## src/rtl/column_render_scheduler.sv

```systemverilog
// Column render scheduler: walks every screen column of a frame, fetches the wall
// extents from the raycaster and issues ceiling / wall / floor draws to the shared
// vertical-line drawer.
module column_render_scheduler #(
    parameter int unsigned SCREEN_W     = 160,
    parameter int unsigned SCREEN_H     = 120,
    parameter logic [17:0] CEIL_COLOUR  = 18'h0_0FFF,
    parameter logic [17:0] FLOOR_COLOUR = 18'h1_5555
) (
    input  logic        clock,
    input  logic        reset,
    input  logic        start,
    output logic        busy,
    output logic        done,
    output logic        col_req,
    output logic [7:0]  col_x,
    input  logic        col_valid,
    input  logic [6:0]  wall_top,
    input  logic [6:0]  wall_bot,
    input  logic [17:0] wall_colour,
    output logic        line_start,
    input  logic        line_done,
    output logic [7:0]  line_x,
    output logic [6:0]  line_min_y,
    output logic [6:0]  line_max_y,
    output logic [17:0] line_colour
);

    localparam int unsigned X_W = 8;
    localparam int unsigned Y_W = 7;
    localparam int unsigned C_W = 18;

    localparam logic [X_W-1:0] X_LAST    = X_W'(SCREEN_W - 1);
    localparam logic [Y_W-1:0] Y_LAST    = Y_W'(SCREEN_H - 1);
    localparam logic [Y_W-1:0] Y_HALF_LO = Y_W'(SCREEN_H / 2 - 1);
    localparam logic [Y_W-1:0] Y_HALF_HI = Y_W'(SCREEN_H / 2);

    typedef enum logic [3:0] {
        S_IDLE,
        S_REQ,
        S_CEIL_GO,
        S_CEIL_WAIT,
        S_WALL_GO,
        S_WALL_WAIT,
        S_FLOOR_GO,
        S_FLOOR_WAIT,
        S_NEXT,
        S_DONE
    } state_t;

    state_t         state;
    logic [Y_W-1:0] top_q;
    logic [Y_W-1:0] bot_q;
    logic [C_W-1:0] colour_q;

    logic [Y_W-1:0] seg_top;
    logic [Y_W-1:0] seg_bot;
    logic [C_W-1:0] seg_colour;
    logic           no_wall;
    logic           has_ceil;
    logic           has_floor;
    logic [Y_W-1:0] ceil_max;
    logic [Y_W-1:0] floor_min;

    function automatic logic [Y_W-1:0] clamp_y(input logic [Y_W-1:0] y);
        return (y > Y_LAST) ? Y_LAST : y;
    endfunction

    // Column geometry: live raycaster data while it is being latched, stored copy afterwards
    always_comb begin
        if (state == S_REQ) begin
            seg_top    = clamp_y(wall_top);
            seg_bot    = clamp_y(wall_bot);
            seg_colour = wall_colour;
        end else begin
            seg_top    = top_q;
            seg_bot    = bot_q;
            seg_colour = colour_q;
        end
        no_wall   = seg_top > seg_bot;
        has_ceil  = no_wall || (seg_top != '0);
        has_floor = no_wall || (seg_bot != Y_LAST);
        ceil_max  = no_wall ? Y_HALF_LO : seg_top - Y_W'(1);
        floor_min = no_wall ? Y_HALF_HI : seg_bot + Y_W'(1);
    end

    // Frame sequencer with registered handshake and drawer outputs
    always_ff @(posedge clock) begin
        if (reset) begin
            state       <= S_IDLE;
            busy        <= 1'b0;
            done        <= 1'b0;
            col_req     <= 1'b0;
            col_x       <= '0;
            line_start  <= 1'b0;
            line_x      <= '0;
            line_min_y  <= '0;
            line_max_y  <= '0;
            line_colour <= '0;
            top_q       <= '0;
            bot_q       <= '0;
            colour_q    <= '0;
        end else begin
            line_start <= 1'b0;
            done       <= 1'b0;
            case (state)
                S_IDLE: begin
                    if (start) begin
                        state   <= S_REQ;
                        col_x   <= '0;
                        busy    <= 1'b1;
                        col_req <= 1'b1;
                    end
                end
                S_REQ: begin
                    if (col_valid) begin
                        top_q      <= seg_top;
                        bot_q      <= seg_bot;
                        colour_q   <= seg_colour;
                        col_req    <= 1'b0;
                        line_start <= 1'b1;
                        line_x     <= col_x;
                        if (has_ceil) begin
                            state       <= S_CEIL_GO;
                            line_min_y  <= '0;
                            line_max_y  <= ceil_max;
                            line_colour <= CEIL_COLOUR;
                        end else begin
                            state       <= S_WALL_GO;
                            line_min_y  <= seg_top;
                            line_max_y  <= seg_bot;
                            line_colour <= seg_colour;
                        end
                    end
                end
                S_CEIL_GO: state <= S_CEIL_WAIT;
                S_CEIL_WAIT: begin
                    if (line_done) begin
                        line_start <= 1'b1;
                        if (no_wall) begin
                            state       <= S_FLOOR_GO;
                            line_min_y  <= floor_min;
                            line_max_y  <= Y_LAST;
                            line_colour <= FLOOR_COLOUR;
                        end else begin
                            state       <= S_WALL_GO;
                            line_min_y  <= seg_top;
                            line_max_y  <= seg_bot;
                            line_colour <= seg_colour;
                        end
                    end
                end
                S_WALL_GO: state <= S_WALL_WAIT;
                S_WALL_WAIT: begin
                    if (line_done) begin
                        if (has_floor) begin
                            state       <= S_FLOOR_GO;
                            line_start  <= 1'b1;
                            line_min_y  <= floor_min;
                            line_max_y  <= Y_LAST;
                            line_colour <= FLOOR_COLOUR;
                        end else begin
                            state <= S_NEXT;
                        end
                    end
                end
                S_FLOOR_GO: state <= S_FLOOR_WAIT;
                S_FLOOR_WAIT: begin
                    if (line_done) begin
                        state <= S_NEXT;
                    end
                end
                S_NEXT: begin
                    if (col_x == X_LAST) begin
                        state <= S_DONE;
                        done  <= 1'b1;
                        busy  <= 1'b0;
                    end else begin
                        state   <= S_REQ;
                        col_x   <= col_x + X_W'(1);
                        col_req <= 1'b1;
                    end
                end
                S_DONE:  state <= S_IDLE;
                default: state <= S_IDLE;
            endcase
        end
    end

endmodule
```

## config.mk

```make
export PLATFORM = sky130hd
export DESIGN_NAME = column_render_scheduler
export DESIGN_NICKNAME = d
export VERILOG_FILES = /design/src/rtl/column_render_scheduler.sv
export SDC_FILE = /design/constraint.sdc
export NUM_CORES = 1
export LEC_CHECK = 0
export CAP_MARGIN = 40
export CORE_ASPECT_RATIO = 0.8
export CORE_MARGIN = 2
export CORE_UTILIZATION = 51
export CTS_BUF_LIST = sky130_fd_sc_hd__clkbuf_8
export DETAILED_ROUTE_END_ITERATION = 8
export PLACE_DENSITY_LB_ADDON = 0.3
export SYNTH_ARGS = -nofsm -noshare
export SYNTH_HDL_FRONTEND = slang
export SYNTH_SLANG_ARGS = --single-unit
```

## constraint.sdc

```tcl
create_clock -name clock -period 6.5 [get_ports clock]
set_clock_uncertainty 0.1 [all_clocks]
set_input_delay 0.975 -clock clock [delete_from_list [all_inputs] [get_ports clock]]
set_output_delay 0.975 -clock clock [all_outputs]
set_load 0.01 [all_outputs]
```

# After elaboration in Yosys (flattened, before gate mapping)

Index checks and enable logic that the tools add are counted.

Bits in registers: 88
Input bits: 37
Output and inout bits: 52

Add/subtract/negate cells: 3
Magnitude comparators: 3
Equality and inequality tests: 18
Multiplexer cells: 53
Bitwise operators: 1
Reduce and logical (&&, ||, !) cells: 14

Operator list:

| kind                                                 | number |
|---|---|
| two-way mux 18 bit                                   | 7 |
| two-way mux 7 bit                                    | 18 |
| one-hot mux 18 bit (3 select lines)                  | 1 |
| one-hot mux 7 bit (3 select lines)                   | 2 |
| one-hot mux 4 bit (9 select lines)                   | 1 |
| two-way mux 4 bit                                    | 7 |
| equality test 4 x 3 -> 1 bit, second input constant  | 4 |
| two-way mux 8 bit                                    | 2 |
| inequality test 2 bit, second input constant         | 8 |
| one-hot mux 8 bit (2 select lines)                   | 1 |
| greater-than comparator 7 bit, second input constant | 2 |
| AND reduction 5 bit                                  | 2 |
| two-way mux 1 bit                                    | 9 |
| adder 8 x 1 -> 8 bit, second input constant          | 1 |
| equality test 4 x 2 -> 1 bit, second input constant  | 2 |
| equality test 8 bit, second input constant           | 1 |
| adder 7 x 1 -> 7 bit, second input constant          | 1 |
| greater-than comparator 7 bit                        | 1 |
| inequality test 7 bit, second input constant         | 1 |
| nonzero test 7 bit                                   | 1 |
| subtractor 7 x 1 -> 7 bit, second input constant     | 1 |
| one-hot mux 1 bit (3 select lines)                   | 2 |
| AND reduction 3 bit                                  | 2 |
| nonzero test 3 bit                                   | 2 |
| other kinds (12)                                     | 13 |

# Longest topological paths before layout

Word-level depth: 8
Mapped depth: 16

# Worst setup path after synthesis

Ideal clock, no wire load.

Path kind: input to register
From: input wall_bot[6]
To: register line_max_y[5]
Arrival: 3,540 ps
Data required time: 6,263 ps
Slack: 2,723 ps
Stages: 13
Buffers on the path: 2
Cells stage by stage: and4_1 clkbuf_1 nor2_1 o21ai_0 ha_1 nor2b_1 o211ai_1 a31oi_2 nand4_4 a311o_4 buf_4 a21oi_1 a311oi_2

Word-level cells in the longest chain between the ends: 8
Elaborated cells on any way between the ends: 15

RTL lines:

| element                                                      | line   | RTL |
|---|---|---|
| from (decl)                                                  | 19     | `input logic [6:0] wall_bot,` |
| greater-than comparator 7 bit *                              | 66     | `return (y > Y_LAST) ? Y_LAST : y;` |
| two-way mux 7 bit *                                          | 66     |  |
| two-way mux 7 bit *                                          | 71     | `if (state == S_REQ) begin` |
| net seg_bot[0]                                               | 57     | `logic [Y_W-1:0] seg_bot;` |
| greater-than comparator 7 bit                                | 80     | `no_wall = seg_top > seg_bot;` |
| two-way mux 7 bit / logical OR 1 bit (equally long branches) | 83, 81 |  |
| two-way mux 7 bit                                            | 123    | `if (has_ceil) begin` |
| two-way mux 7 bit                                            | 116    | `if (col_valid) begin` |
| one-hot mux 7 bit (3 select lines)                           | 106    | `case (state)` |
| to (signal assigned)                                         | 126    | `line_max_y <= ceil_max;` |
| to (signal assigned)                                         | 131    | `line_max_y <= seg_bot;` |
| to (signal assigned)                                         | 148    | `line_max_y <= seg_bot;` |
| to (decl)                                                    | 25     | `output logic [6:0] line_max_y,` |

The timed path passes the listed nets; every way through them passes the cells marked *. The select of a mux whose other input is x is not followed.
A chain may end at the register's enable or synchronous reset.

# Final worst setup path

From: input wall_bot[5]
To: register line_colour[7]

Word-level cells in the longest chain between the ends: 8
Elaborated cells on any way between the ends: 14

RTL lines:

| element                             | line | RTL |
|---|---|---|
| greater-than comparator 7 bit *     | 66   |  |
| two-way mux 7 bit *                 | 66   |  |
| two-way mux 7 bit *                 | 71   |  |
| net seg_bot[0]                      | 57   |  |
| greater-than comparator 7 bit       | 80   |  |
| logical OR 1 bit                    | 81   | `has_ceil = no_wall \|\| (seg_top != '0);` |
| two-way mux 18 bit                  | 123  |  |
| two-way mux 18 bit                  | 116  |  |
| one-hot mux 18 bit (3 select lines) | 106  |  |
| to (signal assigned)                | 132  | `line_colour <= seg_colour;` |
| to (signal assigned)                | 149  | `line_colour <= seg_colour;` |
| to (decl)                           | 26   | `output logic [17:0] line_colour` |

Marks and branches as above.

==> metrics <==
Routability Congestion 0.9814; XOR/XNOR share of the synthesized area 0.02528; IO buf count 88; Final Instance Area 0.005949 mm^2; Synth Register Bits 88; Worst Hold Class reg -> reg; Max Cap Violations 0; Ys Warns 0; relative slew slack 0.4937; post-synthesis mux area share 0.02399; core area 0.009154 mm^2; Die Ht 91.22 um; RSZ-0062 raised after global routing no; Post-synth ARST share 0; antenna violations before repair 0; syn_area_per_cell 7.747 um^2; Top Ports 89; drt first pass iters 8; post-detail-place hpwl 10,130 um; Final min period 4.509 ns; Peak supply drop 0.2827 mV; Setup Buffers After CTS 0; Cell Pwr Density 494.3 mW/mm^2; worst slew pin tran 0.7549 ns; Num CTS Buffers 9; Synth Area in Compound Gates 0.2740; GR Overflow Total 0; critical path launch point wall_bot[5]; Final Max Slew Viols 0; DRC violations left 7; Die Wd 113.0 um; Final ANT Viol Nets 0; CP max FO 22; vias in the first global route 4,570; Die ar. 0.01031 mm^2; Final Non-Filler Cells 809; Synth Area in Adders 0.01806; Post-synth EDFFs 0; Post-Synth Simple-Gate Area 0.2485; crit path DAT 4.74 ns; post-synthesis cell area 0.004850 mm^2; CP Class in -> reg; Hold Crit Start line_x[4]; total wire length 14,230 um; total negative slack 0 ns; Total Routing Usage GR 0.2741; syn nets 670; Required @ worst endpoint 6.73 ns; top_reg_cell synth dfxtp_1; largest net degree at the start of global routing 52; Initial Utilization 0.5298; largest family of logic cells by synthesized area compound AO/OA/AOI/OAI gates; WL per Instance 17.59 um; commonest non-fill, non-tap cells in the layout nand2_1, dfxtp_1, clkdlybuf4s50_1; H-tree levels 3; CTS tree done; first-pass GRT wire length 22,970 um; layout net count 733; max frequency 0.2218 GHz; # setup viols final 0; most common cell after layout, fill and taps aside nand2_1; Longest Clk Path Bufs 2; Rows 31; R2R Path Start state[1]; CTS Hold Bufs 0; drt initial violations 492; period utilization 0.6937; post-CTS sizing 0; layout cell share with drive strength beyond 1 0.06484; violated checks design-rule violations; Inst Count DP 793; CTS root buffer clkbuf_8; register area share after synthesis 0.3633; n_diodes 0; Lkg Pwr 2.044 nW; Cells after Synth 626; clk slew on worst S/H paths 0.10 ns; Worst-Skew Late Latency 0.37 ns; vias post-DR 5,016; Netlist cell types 71; vias per cell 6.200; status finished with violations; final hold viol count 0; type of origin of the critical path input port; dpl cell area 0.005748 mm^2; Layout area overhead 22.68%; CTS sink count 88; endpoint class of the critical path flip-flop
==> power by group <==
part | switching, mW | internal (mW)
Combinational | 1.09 | 0.684
Sequential | 0.109 | 0.668
Clock | 0.213 | 0.181
==> metrics by stage <==
step             util  total power [mW]  worst slack [ns]  hold slack, ns
2_1_floorplan       -             2.017             2.723          0.3357
3_3_place_gp   0.6255             2.465             1.840          0.3416
3_5_place_dp   0.6279             2.518             1.635          0.3479
4_1_cts        0.6499             2.912             2.040          0.3608
5_1_grt        0.6499             3.121             1.677          0.3822
6_report       0.6499             2.941             1.991          0.3577
==> state kept, by name (all words and copies together) (netlist names) <==
register and cells:
bot_q 7, busy 1, col_req 1, col_x 8, colour_q 18, done 1
line_colour 18, line_max_y 7, line_min_y 7, line_start 1, line_x 8, state 4
top_q 7
==> final timing paths <==
kind                    end  slack (ns)  cells after the start
max          line_colour[7]        1.99                     12
min               line_x[4]        0.36                      2
max reg2reg  line_colour[7]        2.14                     11
min reg2reg       line_x[4]        0.36                      2
==> cell usage after synthesis, types with 9 or more instances <==
cell / n / share of area
nand2_1: 133 / 0.10
a311oi_1: 9 / 0.016
clkbuf_1: 27 / 0.021
mux2i_1: 9 / 0.019
a21oi_1: 75 / 0.077
a211oi_1: 16 / 0.025
nor3_1: 12 / 0.012
o22ai_1: 13 / 0.017
nand3_1: 9 / 0.0093
dfxtp_1: 88 / 0.36
nand4_1: 10 / 0.013
o21ai_0: 19 / 0.020
nor2_1: 65 / 0.050
==> cell type report <==
type	instances	area [um^2]
inverter	6	22.52
timing repair buffer	97	950.9
tap	115	143.9
clock inverter	7	77.57
clock buffer	9	123.9
fill	789	3204
multi-input combinational	487	2869
sequential	88	1762
==> worst max-delay path, cell delays in order <==
cell             delay (ns)
clkdlybuf4s50_1        0.59
and4_1                 0.43
nor2_1                 0.11
o21ai_0                0.45
ha_1                   0.31
nor2b_1                0.15
o211ai_1               0.11
a31oi_2                0.30
nand4_4                0.24
a311o_4                0.58
a21oi_4                0.30
a22o_1                 0.19
==> cells by family (layout without fill, tap and decap cells) <==
logic type	count (synthesis)	count (layout)
compound gates	189	189
flops	88	88
mux	11	11
fa+ha+maj	7	7
xor+xnor	14	14
buf+inv	51	119
simple gates	266	266
==> per-layer routing <==
layer	part of all wire	track usage	up-vias
met3	0.084	0.05674	31
met4	0.020	0.09146	0
met2	0.43	0.4037	224
met5	0	0	-
li1	-	-	2395
met1	0.46	0.3982	2366
(Power assumes the default switching activity.)
